## config.mk

```make
export PLATFORM = sky130hd
export DESIGN_NAME = toggle_activity_monitor
export DESIGN_NICKNAME = d
export VERILOG_FILES = /design/src/rtl/toggle_activity_monitor.sv
export SDC_FILE = /design/constraint.sdc
export NUM_CORES = 1
export LEC_CHECK = 0
export BUFFER_PORTS_ARGS = -buffer_cell sky130_fd_sc_hd__buf_4
export CAP_MARGIN = 10
export CORE_ASPECT_RATIO = 1.1
export CORE_MARGIN = 8
export CORE_UTILIZATION = 56
export DETAILED_ROUTE_END_ITERATION = 8
export PLACE_DENSITY = 0.77
export SYNTH_ARGS = -nofsm -noshare
export SYNTH_HDL_FRONTEND = slang
export SYNTH_SLANG_ARGS = --single-unit
```

## constraint.sdc

```tcl
create_clock -name clk -period 3.63 [get_ports clk]
set_input_delay 0.363 -clock clk [delete_from_list [all_inputs] [get_ports clk]]
set_output_delay 0.363 -clock clk [all_outputs]
set_load 0.01 [all_outputs]
```

## src/rtl/toggle_activity_monitor.sv

```systemverilog
// rtl/toggle_activity_monitor.sv - windowed bit-toggle counter with single-entry valid/ready report
// Optional per-bit toggle counters are compiled in with PER_BIT_STATS_EN.
module toggle_activity_monitor #(
  parameter int WIDTH  = 4,
  parameter int WINDOW = 16,
  parameter int CNT_W  = 16
) (
  input  logic                   clk,
  input  logic                   rst_n,
  input  logic                   en,
  input  logic [WIDTH-1:0]       sig_in,
  output logic                   rpt_valid,
  input  logic                   rpt_ready,
  output logic [CNT_W-1:0]       rpt_toggles,
  output logic [7:0]             rpt_window_id,
  output logic                   rpt_saturated,
  output logic                   rpt_dropped
`ifdef PER_BIT_STATS_EN
  ,
  output logic [WIDTH*CNT_W-1:0] rpt_bit_toggles
`endif
);

  localparam int WIN_W = (WINDOW > 2) ? $clog2(WINDOW) : 1;
  localparam int SUM_W = ((CNT_W > 6) ? CNT_W : 6) + 1;
  localparam logic [WIN_W-1:0] WIN_LAST = WIN_W'(WINDOW - 1);
  localparam logic [CNT_W-1:0] CNT_MAX  = {CNT_W{1'b1}};
  localparam logic [SUM_W-1:0] SUM_MAX  = SUM_W'(CNT_MAX);

  typedef enum logic {PRIME = 1'b0, ACCUM = 1'b1} state_t;

  state_t           state_q, state_d;
  logic [WIDTH-1:0] prev_q, prev_d;
  logic [CNT_W-1:0] acc_q, acc_d;
  logic             sat_q, sat_d;
  logic [WIN_W-1:0] win_cnt_q, win_cnt_d;
  logic [7:0]       win_id_q, win_id_d;

  logic             rpt_valid_q, rpt_valid_d;
  logic [CNT_W-1:0] rpt_toggles_q, rpt_toggles_d;
  logic [7:0]       rpt_id_q, rpt_id_d;
  logic             rpt_sat_q, rpt_sat_d;
  logic             rpt_drop_q, rpt_drop_d;

  logic             prime_load, accum_en, win_end, win_clr;
  logic             accept, load, drop;
  logic [WIDTH-1:0] toggles;
  logic [5:0]       d;
  logic [SUM_W-1:0] sum;
  logic [CNT_W-1:0] acc_new;
  logic             sat_new;
  logic             bit_sat_any;

  function automatic logic [5:0] popcount(input logic [WIDTH-1:0] v);
    logic [5:0] c;
    c = '0;
    for (int i = 0; i < WIDTH; i++) c = c + 6'(v[i]);
    return c;
  endfunction

  always_ff @(posedge clk) begin
    if (!rst_n) state_q <= PRIME;
    else        state_q <= state_d;
  end

  always_comb begin
    state_d = state_q;
    case (state_q)
      PRIME:   if (en)  state_d = ACCUM;
      ACCUM:   if (!en) state_d = PRIME;
      default: state_d = PRIME;
    endcase
  end

  // win_clr covers both a completed window and an abandoned partial one
  always_comb begin
    prime_load = (state_q == PRIME) && en;
    accum_en   = (state_q == ACCUM) && en;
    win_end    = accum_en && (win_cnt_q == WIN_LAST);
    win_clr    = (state_q == ACCUM) && (!en || (win_cnt_q == WIN_LAST));
  end

  always_comb begin
    toggles = sig_in ^ prev_q;
    d       = popcount(toggles);
    sum     = SUM_W'(acc_q) + SUM_W'(d);
    acc_new = (sum > SUM_MAX) ? CNT_MAX : sum[CNT_W-1:0];
    sat_new = sat_q || (acc_new == CNT_MAX) || bit_sat_any;

    prev_d    = prev_q;
    acc_d     = acc_q;
    sat_d     = sat_q;
    win_cnt_d = win_cnt_q;
    win_id_d  = win_id_q;
    if (prime_load || accum_en) prev_d = sig_in;
    if (win_clr) begin
      acc_d     = '0;
      sat_d     = 1'b0;
      win_cnt_d = '0;
    end else if (accum_en) begin
      acc_d     = acc_new;
      sat_d     = sat_new;
      win_cnt_d = win_cnt_q + WIN_W'(1);
    end
    if (win_end) win_id_d = win_id_q + 8'd1;
  end

  always_comb begin
    accept = rpt_valid_q && rpt_ready;
    load   = win_end && (!rpt_valid_q || rpt_ready);
    drop   = win_end && rpt_valid_q && !rpt_ready;

    rpt_valid_d   = load ? 1'b1 : (accept ? 1'b0 : rpt_valid_q);
    rpt_toggles_d = load ? acc_new  : rpt_toggles_q;
    rpt_id_d      = load ? win_id_q : rpt_id_q;
    rpt_sat_d     = load ? sat_new  : rpt_sat_q;
    rpt_drop_d    = drop ? 1'b1 : (accept ? 1'b0 : rpt_drop_q);
  end

  always_ff @(posedge clk) begin
    if (!rst_n) begin
      prev_q        <= '0;
      acc_q         <= '0;
      sat_q         <= 1'b0;
      win_cnt_q     <= '0;
      win_id_q      <= '0;
      rpt_valid_q   <= 1'b0;
      rpt_toggles_q <= '0;
      rpt_id_q      <= '0;
      rpt_sat_q     <= 1'b0;
      rpt_drop_q    <= 1'b0;
    end else begin
      prev_q        <= prev_d;
      acc_q         <= acc_d;
      sat_q         <= sat_d;
      win_cnt_q     <= win_cnt_d;
      win_id_q      <= win_id_d;
      rpt_valid_q   <= rpt_valid_d;
      rpt_toggles_q <= rpt_toggles_d;
      rpt_id_q      <= rpt_id_d;
      rpt_sat_q     <= rpt_sat_d;
      rpt_drop_q    <= rpt_drop_d;
    end
  end

`ifdef PER_BIT_STATS_EN
  logic [CNT_W-1:0]       bit_acc_q [WIDTH];
  logic [CNT_W-1:0]       bit_acc_d [WIDTH];
  logic [CNT_W-1:0]       bit_new   [WIDTH];
  logic [WIDTH*CNT_W-1:0] rpt_bits_q, rpt_bits_d;

  // a per-bit counter that reaches all-ones stays there, so hitting max is its sticky flag
  always_comb begin
    bit_sat_any = 1'b0;
    rpt_bits_d  = rpt_bits_q;
    for (int i = 0; i < WIDTH; i++) begin
      bit_new[i]   = (bit_acc_q[i] == CNT_MAX) ? CNT_MAX : bit_acc_q[i] + CNT_W'(toggles[i]);
      bit_sat_any  = bit_sat_any || (bit_new[i] == CNT_MAX);
      bit_acc_d[i] = win_clr ? '0 : (accum_en ? bit_new[i] : bit_acc_q[i]);
      if (load) rpt_bits_d[i*CNT_W +: CNT_W] = bit_new[i];
    end
  end

  always_ff @(posedge clk) begin
    if (!rst_n) begin
      for (int i = 0; i < WIDTH; i++) bit_acc_q[i] <= '0;
      rpt_bits_q <= '0;
    end else begin
      for (int i = 0; i < WIDTH; i++) bit_acc_q[i] <= bit_acc_d[i];
      rpt_bits_q <= rpt_bits_d;
    end
  end

  assign rpt_bit_toggles = rpt_bits_q;
`else
  assign bit_sat_any = 1'b0;
`endif

  assign rpt_valid     = rpt_valid_q;
  assign rpt_toggles   = rpt_toggles_q;
  assign rpt_window_id = rpt_id_q;
  assign rpt_saturated = rpt_sat_q;
  assign rpt_dropped   = rpt_drop_q;

endmodule

```

======== Word-level counts from Yosys, hierarchy flattened ========
Index checks and enable logic that the tools add are counted.
word-level totals
  flip-flop bits (word level) ............. 61
  output and inout port bits .............. 27
operators by class
  add/subtract/negate cells ............... 6
  magnitude comparators ................... 1
  equality and inequality tests ........... 2
  multiplexer cells ....................... 5
  bitwise gates (word level) .............. 3
  reduce and logical (&&, ||, !) cells .... 18
operators by type and width
  operator                                                          count
  adder 16 x 4 -> 17 bit                                            1
  greater-than comparator 17 x 16 -> 1 bit (second input constant)  1
  equality test 16 bit (second input constant)                      1
  2-to-1 mux 16 bit                                                 1
  adder 8 x 1 -> 8 bit (second input constant)                      1
  logical AND 1 bit                                                 8
  adder 3 x 1 -> 4 bit                                              1
  adder 4 x 1 -> 4 bit (second input constant)                      1
  equality test 4 bit (second input constant)                       1
  logical OR 1 bit                                                  4
  2-to-1 mux 1 bit                                                  4
  nonzero test 2 bit                                                2
  XOR 4 bit                                                         1
  adder 2 x 1 -> 3 bit                                              1
  zero test 1 bit                                                   3
  adder 1 x 1 -> 2 bit                                              1
  NOT 1 bit                                                         2
  OR reduction 2 bit                                                1

======== Logic depth before layout (Yosys ltp) ========
Gate-level depths: netlist of the first run.
  depth in word-level cells ............... 9
  mapped depth ............................ 11

======== Least setup slack after synthesis of the first run ========
Ideal clock, no wire load.
  path type ............................... input to register
  start point ............................. in sig_in[0]
  end point ............................... reg rpt_toggles_q[10] (netlist: rpt_toggles[10])
  setup time .............................. 132 ps
  arrival time ............................ 2795 ps
  data required time ...................... 3498 ps
  path slack .............................. 702 ps
  stages .................................. 10
  path buffers ............................ 0
  cell sequence ........................... xnor2_1 fa_1 inv_1 fa_1 fa_1 and4_1 nand3_1 mux2_2 nand2_1 a21oi_1
between the ends
  cells in the longest elaborated chain, start to end .. 7
RTL lines
  what                                      line  source
  start, declared                           11    input logic [WIDTH-1:0] sig_in,
  XOR 4 bit (*)                             84    toggles = sig_in ^ prev_q;
  adder 1 x 1 -> 2 bit (*)                  57    for (int i = 0; i < WIDTH; i++) c = c + 6'(v[i]);
  adder 2 x 1 -> 3 bit (*)                  57
  adder 3 x 1 -> 4 bit (*)                  57
  adder 16 x 4 -> 17 bit (*)                86    sum = SUM_W'(acc_q) + SUM_W'(d);
  greater-than comparator 17 x 16 -> 1 bit  87    acc_new = (sum > SUM_MAX) ? CNT_MAX : sum[CNT_W-1:0];
  2-to-1 mux 16 bit (*)                     87
  end signal, assigned                      139   rpt_toggles_q <= rpt_toggles_d;
  end, declared                             40    logic [CNT_W-1:0] rpt_toggles_q, rpt_toggles_d;
Every way passes the cells marked *; elsewhere a longest branch is shown, timed or not.
A chain may end at the register's enable or synchronous reset.

======== Worst setup path after layout of the first run ========
  start point ............................. reg prev_q[0]
  end point ............................... reg sat_q
between the ends
  cells in the longest elaborated chain, start to end .. 9
RTL lines
  what                                      line  source
  start, declared                           33    logic [WIDTH-1:0] prev_q, prev_d;
  start signal, assigned                    133   prev_q <= prev_d;
  XOR 4 bit (*)                             84
  adder 1 x 1 -> 2 bit (*)                  57
  adder 2 x 1 -> 3 bit (*)                  57
  adder 3 x 1 -> 4 bit (*)                  57
  adder 16 x 4 -> 17 bit (*)                86
  greater-than comparator 17 x 16 -> 1 bit  87
  2-to-1 mux 16 bit (*)                     87
  equality test 16 bit (*)                  88    sat_new = sat_q || (acc_new == CNT_MAX) || bit_sat_any;
  logical OR 1 bit (*)                      88
  end signal, assigned                      135   sat_q <= sat_d;
  end, declared                             35    logic sat_q, sat_d;
Marked as above.

==> run summary, run 1 <==
GRT Resource Usage Total: 18.2%
Post-route ant nets: 0
Area contributors post-synth: dfxtp_1 (43%), nand2_1 (6.1%), nor2_1 (5.8%)
Top-area cell type share of the netlist area: 43.2%
CP required: 3.88 ns
Hold-fix buffers, CTS: 0
Synth Area in Compound Gates: 16.0%
Tcrit/Tclk final: 90.9%
Clk Latency, worst-skew pair: 0.34 ns
Synth cell types: 44
Remaining global-route overflow: 0
Post-Syn Nets: 345
Cell taking the most area after synthesis: dfxtp_1
Dpl ws: 0.216 ns
Setup Viol. Count Final: 0
Post-synth EDFFs: 0
Crit path capture type: flip-flop
Initial core utilization: 57.3%
RSZ-0062 raised after global routing: no
Hpwl dp: 4.63 mm
Status: finished, final reports clean
Adder-Cell Fraction of Synth Area: 3.46%
Mux share of post-synthesis cell area: 2.61%
DR vias: 2426
Seq/Total Area, Yosys: 43.2%
R2r setup slk: 0.33 ns
Main synth FF type: dfxtp_1
Num CTS Buffers: 9
Peak VDD IR: 0.258 mV
DRT Wirelength: 6.58 mm
Chip Height: 90.5 microns
Worst R2R Path Depth: 10
Synth Area in XOR/XNOR: 7.13%
H-tree depth: 3
Syn_area_per_cell: 8.53 sq um
Fin crit period: 3.30 ns
Die width: 83.7 microns
Initial antenna violation count: 0
Critical path origin: prev_q[0]
Post-Synth Simple-Gate Area: 23.3%
Final net count: 370
Initial DRC Count: 216
Number of port buffers: 34
Fmax achieved: 0.303 GHz
Vias per cell: 5.79
CTS tree: yes
Final Hold Fails: 0
Most frequent cells in the layout: dfxtp_1 (61), nand2_1 (46), nor2_1 (44)
Max Slew Vio Count: 0
Crit-path cells: xnor2_1 > fa_1 > inv_1 > fa_1 > fa_1 > nand4_1 > nor4_2 > a2bb2oi_1 > nand4_1 > o32ai_1
CP Launch Type: flip-flop
Num rows: 27
Lkg Pwr: 1.20 nW
Slowest CP cell: nor4_2
Area grow syn2layout: 15.6%
Root Buffer: clkbuf_8
I/O Pins: 35
Async SR Flop Fraction: 0%
Worst-margin pin slew: 1.00 ns
Gate Count Post-Synth: 331
Relative slew slack: 32.9%
PnR worst setup slack: 0.330 ns
Largest net degree at the start of global routing: 34
Die area: 7570 sq um
Yosys warns: 0
Clk sink count: 61
GPL Wtd Cong: 0.880
Peak fanout along the critical path: 10
CP arrival: 3.55 ns
Max stage delay on crit path: 0.74 ns
CTS clock-pin slew for the worst setup and hold paths: 0.06 ns
Worst r2r src: prev_q[0]
Core area: 4930 sq um
Vias in the first global route: 2399
Final core utilization: 66.2%
CTS resizes: 0
Deepest clock path buffer count: 2
Share of post-route cells with drive strength above 1: 17.5%
Drt wl/cell: 15.7 microns
Max Cap Viol: 0
Commonest non-fill, non-tap cell in the layout: dfxtp_1
Worst hold path type: input pin to flip-flop
Mapped cell area: 2820 sq um
WS Path Type: flip-flop to flip-flop
Antenna Cells: 0
Number of remaining DRC errors: 0
Sum Neg Setup Slack: 0 ns
Drt first pass iters: 4
Worst Skew: 0.00733 ns
Power Dens Cells: 411 nW/um^2
FF-to-FF End: sat_q
#FFs+latches synth: 61
Worst Setup EP: sat_q
Most frequent CP cell: fa_1
First-pass GRT wire length: 11.6 mm
Setup Fix Bufs, Post-CTS: 0
Main combinational cell family by area after synthesis: simple AND/OR/NAND/NOR gates
cell type report:
class	instances	area [sq um]
clock buffer	11	151
clock inverter	5	35.0
fill	429	1670
inverter	7	26.3
multi-input combinational	241	1490
sequential	61	1220
tap	58	72.6
timing repair buffer	36	270
layer usage:
layer	track usage, %	part of all wire [%]	vias to the layer above
met5	0	0	-
met4	8.93	1.7	0
met3	4.96	5.9	11
met2	28.5	47	65
met1	22.5	45	1147
li1	-	-	1203
cells by family (layout without fill, tap and decap cells):
kind of cell | Yosys count | after routing
AND/OR/NAND/NOR | 136 | 136
AO/OA/AOI/OAI | 69 | 69
flip-flops | 61 | 61
buffers and inverters | 29 | 59
XOR/XNOR | 23 | 23
multiplexers | 7 | 7
adder cells (fa/ha/maj) | 6 | 6
through the flow:
stage / instance area, sq um / hold slack, ns / std cells / total power [mW]
final: 3260 / 0.217 / 419 / 1.34
after floorplan: 2820 / 0.444 / 331 / 0.769
after CTS: 3260 / 0.207 / 419 / 1.35
after global placement: 3080 / 0.440 / 403 / 0.795
after global routing: 3260 / 0.224 / 419 / 1.39
after detailed placement: 3080 / 0.448 / 403 / 0.798
synthesized netlist by cell type, types with 3 or more instances:
library cell  instances
nor2_1               44
xor2_1               11
clkbuf_1             15
nand2_1              46
buf_2                 6
dfxtp_1              61
inv_1                 7
nor3_1                9
nand3_1              13
a311oi_1              6
o21ai_0              12
a211oi_1             12
ha_1                  3
mux2i_1               4
a21oi_1              27
xnor2_1              12
nand4_1               6
fa_1                  3
where the power goes:
part / leakage [nW] / total (mW) / switching [mW] / internal [mW]
registers: 0.493 / 0.684 / 0.00769 / 0.676
logic: 0.614 / 0.0994 / 0.0638 / 0.0357
clock network: 0.0953 / 0.559 / 0.275 / 0.284
total: 1.20 / 1.34 / 0.346 / 0.996
worst max-delay path: cells and delay by family (launching register included):
kind	cells	cell delay, ns
buf+inv	1	0.08
flops	1	0.32
fa+ha+maj	3	0.99
xor+xnor	1	0.21
compound gates	2	0.51
simple gates	3	1.09
registers in the layout, indices dropped and copies added (netlist names):
signal / flops
win_id_q: 8
rpt_saturated: 1
rpt_window_id: 8
win_cnt_q: 4
prev_q: 4
state_q: 1
rpt_dropped: 1
rpt_valid: 1
acc_q: 16
rpt_toggles: 16
sat_q: 1
worst min-delay path by stage:
stage / endpoint / slack, ns / start / depth (start not counted)
after floorplan: rpt_window_id[7] / 0.44 / win_id_q[7] / 2
after global placement: rpt_toggles[10] / 0.44 / rpt_toggles[10] / 2
after detailed placement: rpt_window_id[0] / 0.45 / rpt_window_id[0] / 2
after CTS: rpt_dropped / 0.21 / rpt_ready / 2
after global routing: rpt_dropped / 0.22 / rpt_ready / 2
final: rpt_dropped / 0.22 / rpt_ready / 2
Power figures use the tool's default switching activity.
==> inputs of run 2 (changes only) <==
- CAP_MARGIN: 10 -> 5
- PLACE_DENSITY: 0.77 -> 0.82
==> run 2 against run 1 <==
Clock power up 15%. Clock-buffer cell count unchanged. Cell area rose by 1.3%. Sequential cell count is the same. Worst hold slack got worse by 0.0085 ns. Largest power group unchanged. Via count rose by 0.78%. Worst setup slack improved by 0.058 ns.
==> run summary, run 2 (synthesized netlist as in run 1, its figures left out) <==
GPL Wtd Cong: 0.882
Hpwl dp: 4.53 mm
Drt first pass iters: 4
Lkg Pwr: 1.24 nW
Worst-margin pin slew: 1.04 ns
WP buf/inv: 2
Setup Viol. Count Final: 0
Die width: 83.7 microns
Post-route ant nets: 0
Antenna Cells: 0
Final net count: 372
Vias per cell: 5.82
Tcrit/Tclk final: 89.3%
Largest net degree at the start of global routing: 34
Crit path capture type: flip-flop
FF-to-FF End: sat_q
Most frequent CP cell: fa_1
DR vias: 2445
Sum Neg Setup Slack: 0 ns
Status: finished, final reports clean
Fmax achieved: 0.308 GHz
Remaining global-route overflow: 0
Hold_sp: rpt_ready
Max stage delay on crit path: 0.52 ns
Peak fanout along the critical path: 5
Dpl ws: 0.161 ns
Relative slew slack: 30.9%
Die area: 7570 sq um
Final core utilization: 67.0%
Number of port buffers: 34
Clk Latency, worst-skew pair: 0.35 ns
Drt wl/cell: 15.5 microns
Area grow syn2layout: 17.1%
Worst hold path type: input pin to flip-flop
PnR worst setup slack: 0.388 ns
Max Slew Vio Count: 0
CP required: 3.87 ns
CP arrival: 3.48 ns
Root Buffer: clkbuf_8
Num rows: 27
Hold WS: 0.208 ns
Max Cap Viol: 0
I/O Pins: 35
Core area: 4930 sq um
Crit-path cells: xnor2_1 > fa_1 > inv_1 > fa_1 > fa_1 > buf_4 > nand3_1 > xor2_1 > a2111oi_4 > a31oi_1 > o32ai_1
Final Hold Fails: 0
Vias in the first global route: 2387
Worst Skew: 0.0110 ns
Deepest clock path buffer count: 2
Hold Path Depth: 2
Fin crit period: 3.24 ns
Hold path endpoint: rpt_dropped
Slowest CP cell: fa_1
CTS tree: yes
Initial DRC Count: 157
Critical path origin: prev_q[0]
Number of remaining DRC errors: 0
DRT Wirelength: 6.51 mm
Initial antenna violation count: 0
Peak VDD IR: 0.253 mV
Most frequent cells in the layout: dfxtp_1 (61), nand2_1 (46), nor2_1 (44)
Num CTS Buffers: 9
RSZ-0062 raised after global routing: no
Final Total Pwr: 1.44 mW
Commonest non-fill, non-tap cell in the layout: dfxtp_1
First-pass GRT wire length: 11.3 mm
Hold-fix buffers, CTS: 0
Chip Height: 90.5 microns
GRT Resource Usage Total: 17.8%
CTS clock-pin slew for the worst setup and hold paths: 0.06 ns
Worst R2R Path Depth: 11
CP Launch Type: flip-flop
Share of post-route cells with drive strength above 1: 17.1%
H-tree depth: 3
Power Dens Cells: 434 nW/um^2
WS Path Type: flip-flop to flip-flop
Worst r2r src: prev_q[0]
Initial core utilization: 57.3%
Clk sink count: 61
CP top delay family: adder cells
R2r setup slk: 0.39 ns
==> run 2: cell types whose count changed in the layout (fill, tap and decap cells not counted) <==
cell,previous run,this run
nor4_4,1,2
clkinvlp_4,1,0
buf_4,36,38
clkbuf_1,0,2
clkbuf_8,11,9
bufinv_16,0,2
clkinv_2,2,1
nor4_2,1,0
clkinv_4,2,1
==> run 2: repair_timing <==
action                                  CTS  global route
endpoints found under the setup margin    0             1
resized for setup                         0             1
setup buffers                             0             0
==> run 2: where the power goes <==
group          switching [mW]  total (mW)  internal [mW]  leakage, nW
combinational          0.0667       0.107         0.0402        0.639
sequential            0.00775       0.684          0.676        0.493
clock                   0.262       0.645          0.383        0.103
==> run 2: worst register-to-register path, delay by kind of cell (launching register included) <==
kind	cells	cell delay, ns
AO/OA/AOI/OAI	3	0.82
XOR/XNOR	2	0.28
adder cells (fa/ha/maj)	3	1.42
buffers and inverters	2	0.23
flip-flops	1	0.32
AND/OR/NAND/NOR	1	0.09
==> run 2: area by class of cell <==
type                    count  area (sq um)
clock buffers              11           131
fillers                   418          1630
repair buffers             38           285
flip-flops and latches     61          1220
clock inverters             4          73.8
inverters                   7          26.3
well taps                  58          72.6
multi-input cells         241          1500
==> run 2: worst max-delay path by stage <==
stage / depth (start not counted) / slack, ns / to
3_5_place_dp: 11 / 0.16 / sat_q
2_1_floorplan: 10 / 0.70 / rpt_toggles[10]
3_3_place_gp: 12 / 0.35 / sat_q
4_1_cts: 10 / 0.22 / sat_q
6_report: 11 / 0.39 / sat_q
5_1_grt: 11 / 0.28 / sat_q
==> run 2: through the flow <==
step / std cells / cell area, sq um
after floorplan: 331 / 2820
after global placement: 405 / 3090
after detailed placement: 405 / 3090
after CTS: 420 / 3300
after global routing: 420 / 3310
final: 420 / 3310
==> run 2: metal layers <==
layer / vias to the layer above / share of wire (%) / GRT usage, %
met3: 18 / 6.8 / 5.23
met5: - / 0 / 0
met2: 80 / 47 / 28.2
li1: 1210 / - / -
met4: 0 / 3.0 / 10.1
met1: 1137 / 43 / 21.0
==> inputs of run 3 (changes only) <==
- ABC_AREA: not set -> 1
- CORE_MARGIN: 8 -> not set
==> run 3 against run 2 <==
Largest power group unchanged. Worst setup slack better by 0.062 ns. Synthesized cell count is 27% higher. Combinational power is 41% higher. Register-to-register slack better by 0.06 ns. Non-clock buffer count stayed put. Clock power is 3% lower. Fmax is 2.0% higher. Wire length is 7.8% higher. Core utilization is 2.3 points higher. Worst hold slack better by 0.047 ns. Clock-buffer cell count is 1 lower.
==> run summary, run 3 <==
Post-Syn Nets: 436
Max Cap Viol: 0
Async SR Flop Fraction: 0%
RSZ-0062 raised after global routing: no
Gate power share: 10.2%
WS Path Type: flip-flop to flip-flop
Setup Viol. Count Final: 0
Synth cell types: 34
Setup Fix Bufs, Post-CTS: 0
DR vias: 2793
Fin crit period: 3.18 ns
H-tree depth: 3
Worst Skew: 0.00938 ns
Relative slew slack: 55.0%
Multi-input combinational cell area: 1480 sq um
Core area: 5100 sq um
I/O Pins: 35
Switch share: 27.3%
Initial DRC Count: 177
Cell taking the most area after synthesis: dfxtp_1
Vias per cell: 5.23
Clock power share: 42.3%
Peak fanout along the critical path: 15
Yosys warns: 0
Hold path endpoint: prev_q[2]
Antenna Cells: 0
Worst hold path type: input pin to flip-flop
First-pass GRT wire length: 12.0 mm
Worst-margin pin slew: 0.674 ns
Final Hold Fails: 0
Gate Count Post-Synth: 422
CTS tree: yes
GRT Resource Usage Total: 27.2%
Top-area cell type share of the netlist area: 40.3%
CTS clock-pin slew for the worst setup and hold paths: 0.08 ns
Clk Latency, worst-skew pair: 0.34 ns
GPL Wtd Cong: 0.974
Most frequent cells in the layout: inv_1 (65), nand2_1 (65), dfxtp_1 (61)
Hold_sp: sig_in[2]
Area contributors post-synth: dfxtp_1 (40%), o21ai_0 (8.8%), inv_1 (8.1%)
Root Buffer: clkbuf_8
Worst R2R Path Depth: 17
Peak VDD IR: 0.279 mV
Sum Neg Setup Slack: 0 ns
Drt first pass iters: 5
Remaining global-route overflow: 0
Top cells by count, synth: inv_1 (65), nand2_1 (65), dfxtp_1 (61)
Number of port buffers: 34
Syn_area_per_cell: 7.18 sq um
Die width: 72.1 microns
CTS resizes: 0
#FFs+latches synth: 61
FF-to-FF End: rpt_saturated
Power Dens Cells: 418 nW/um^2
Chip Height: 79.1 microns
Vias in the first global route: 2576
Hpwl dp: 4.94 mm
Reg area: 1220 sq um
Deepest clock path buffer count: 2
Clk sink count: 61
Initial core utilization: 59.4%
Share of post-route cells with drive strength above 1: 16.7%
Seq/Total Area, Yosys: 40.3%
Sequential share of power: 47.5%
Pint: 1.08 mW
Number of remaining DRC errors: 0
CP required: 3.88 ns
Post-synth EDFFs: 0
Largest net degree at the start of global routing: 37
Fmax achieved: 0.314 GHz
Die area: 5710 sq um
Num rows: 27
CP Launch Type: flip-flop
Hold-fix buffers, CTS: 0
Mapped cell area: 3030 sq um
Status: finished, final reports clean
Post-route ant nets: 0
Tcrit/Tclk final: 87.6%
Num CTS Buffers: 9
Initial antenna violation count: 0
DRT Wirelength: 7.02 mm
R2r setup slk: 0.45 ns
Worst r2r src: prev_q[0]
Sw Pwr: 0.404 mW
Hold Path Depth: 3
Area grow syn2layout: 16.9%
# fillers: 423
Main synth FF type: dfxtp_1
Final net count: 471
Final core utilization: 69.4%
Lkg Pwr: 1.75 nW
Final Total Pwr: 1.48 mW
Crit path capture type: flip-flop
CP arrival: 3.43 ns
Drt wl/cell: 13.1 microns
Max Slew Vio Count: 0
[run 3: cell count changes in the layout (fill, tap and decap cells not counted), moves of 5 or more]
cell      previous run  this run
xor2_1              11         5
nor3_1               8         3
nand2_1             46        65
nor2_1              44        50
nor2_2               0         6
o21ai_0             12        53
a311oi_1             6         0
inv_1                7        65
o21a_1               2        14
xnor2_1             12         2
a211oi_1            12         0
nand3_1             13        18
[run 3: routing by layer]
layer  vias to the layer above  track usage (%)  routed length, microns
li1                       1419                -                       -
met1                      1280             34.6                    3340
met2                        81             43.6                    3230
met3                        13             7.36                     321
met4                         0             10.4                     121
met5                         -                0                       0
[run 3: per-stage QoR]
step                cell area [sq um]  instances  hold slack (ns)  worst slack (ns)
detailed placement               3330        518            0.468             0.347
global route                     3540        534            0.255             0.284
finish                           3540        534            0.255             0.450
floorplan                        3030        422            0.459             0.751
global placement                 3330        518            0.453             0.431
CTS                              3540        534            0.253             0.482
[run 3: power groups by stage]
| stage | combinational (mW) | clock (mW) | sequential, mW |
|---|---|---|---|
| after floorplan | 0.106 | 0 | 0.713 |
| after global placement | 0.142 | 0 | 0.717 |
| after detailed placement | 0.145 | 0 | 0.717 |
| after CTS | 0.150 | 0.639 | 0.702 |
| after global routing | 0.172 | 0.669 | 0.705 |
| final | 0.151 | 0.627 | 0.703 |
[run 3: worst max-delay path: stages (launching register included)]
cell and delay, ns:
dfxtp_1 0.33, xnor2_1 0.15, fa_1 0.51, inv_1 0.06, fa_1 0.46, fa_1 0.47
nand2_2 0.13, nor2_4 0.06, nand2_4 0.09, nor2_4 0.04, inv_2 0.23, nand3_1 0.18
nand2_1 0.11, nor2_2 0.04, nand3_2 0.07, nand3_2 0.05, nand2_1 0.06, inv_1 0.04
[run 3: worst max-delay path by stage]
stage / from / cells after the start / slack [ns] / end
after floorplan: sig_in[0] / 18 / 0.75 / rpt_saturated
after global placement: sig_in[0] / 18 / 0.43 / rpt_saturated
after detailed placement: sig_in[0] / 18 / 0.35 / rpt_saturated
after CTS: prev_q[0] / 17 / 0.48 / rpt_saturated
after global routing: prev_q[0] / 17 / 0.28 / rpt_saturated
final: prev_q[0] / 17 / 0.45 / rpt_saturated
[run 3: final cells by class]
type                    instances  share of cell area [%]
clock buffers                  10                    3.89
clock inverters                 6                    1.94
inverters                      69                    7.32
multi-input cells             278                    41.7
flip-flops and latches         61                    34.5
well taps                      72                    2.55
repair buffers                 38                    8.06
[run 3: cells by family after synthesis]
family	count (synthesis)	synth area share [%]
xor gates and xnor gates	7	2.02
and+or+nand+nor	164	24.9
adders and majority gates	6	3.22
AOI/OAI and AO/OA	101	18.7
DFF	61	40.3
buffers and inverters	83	10.9
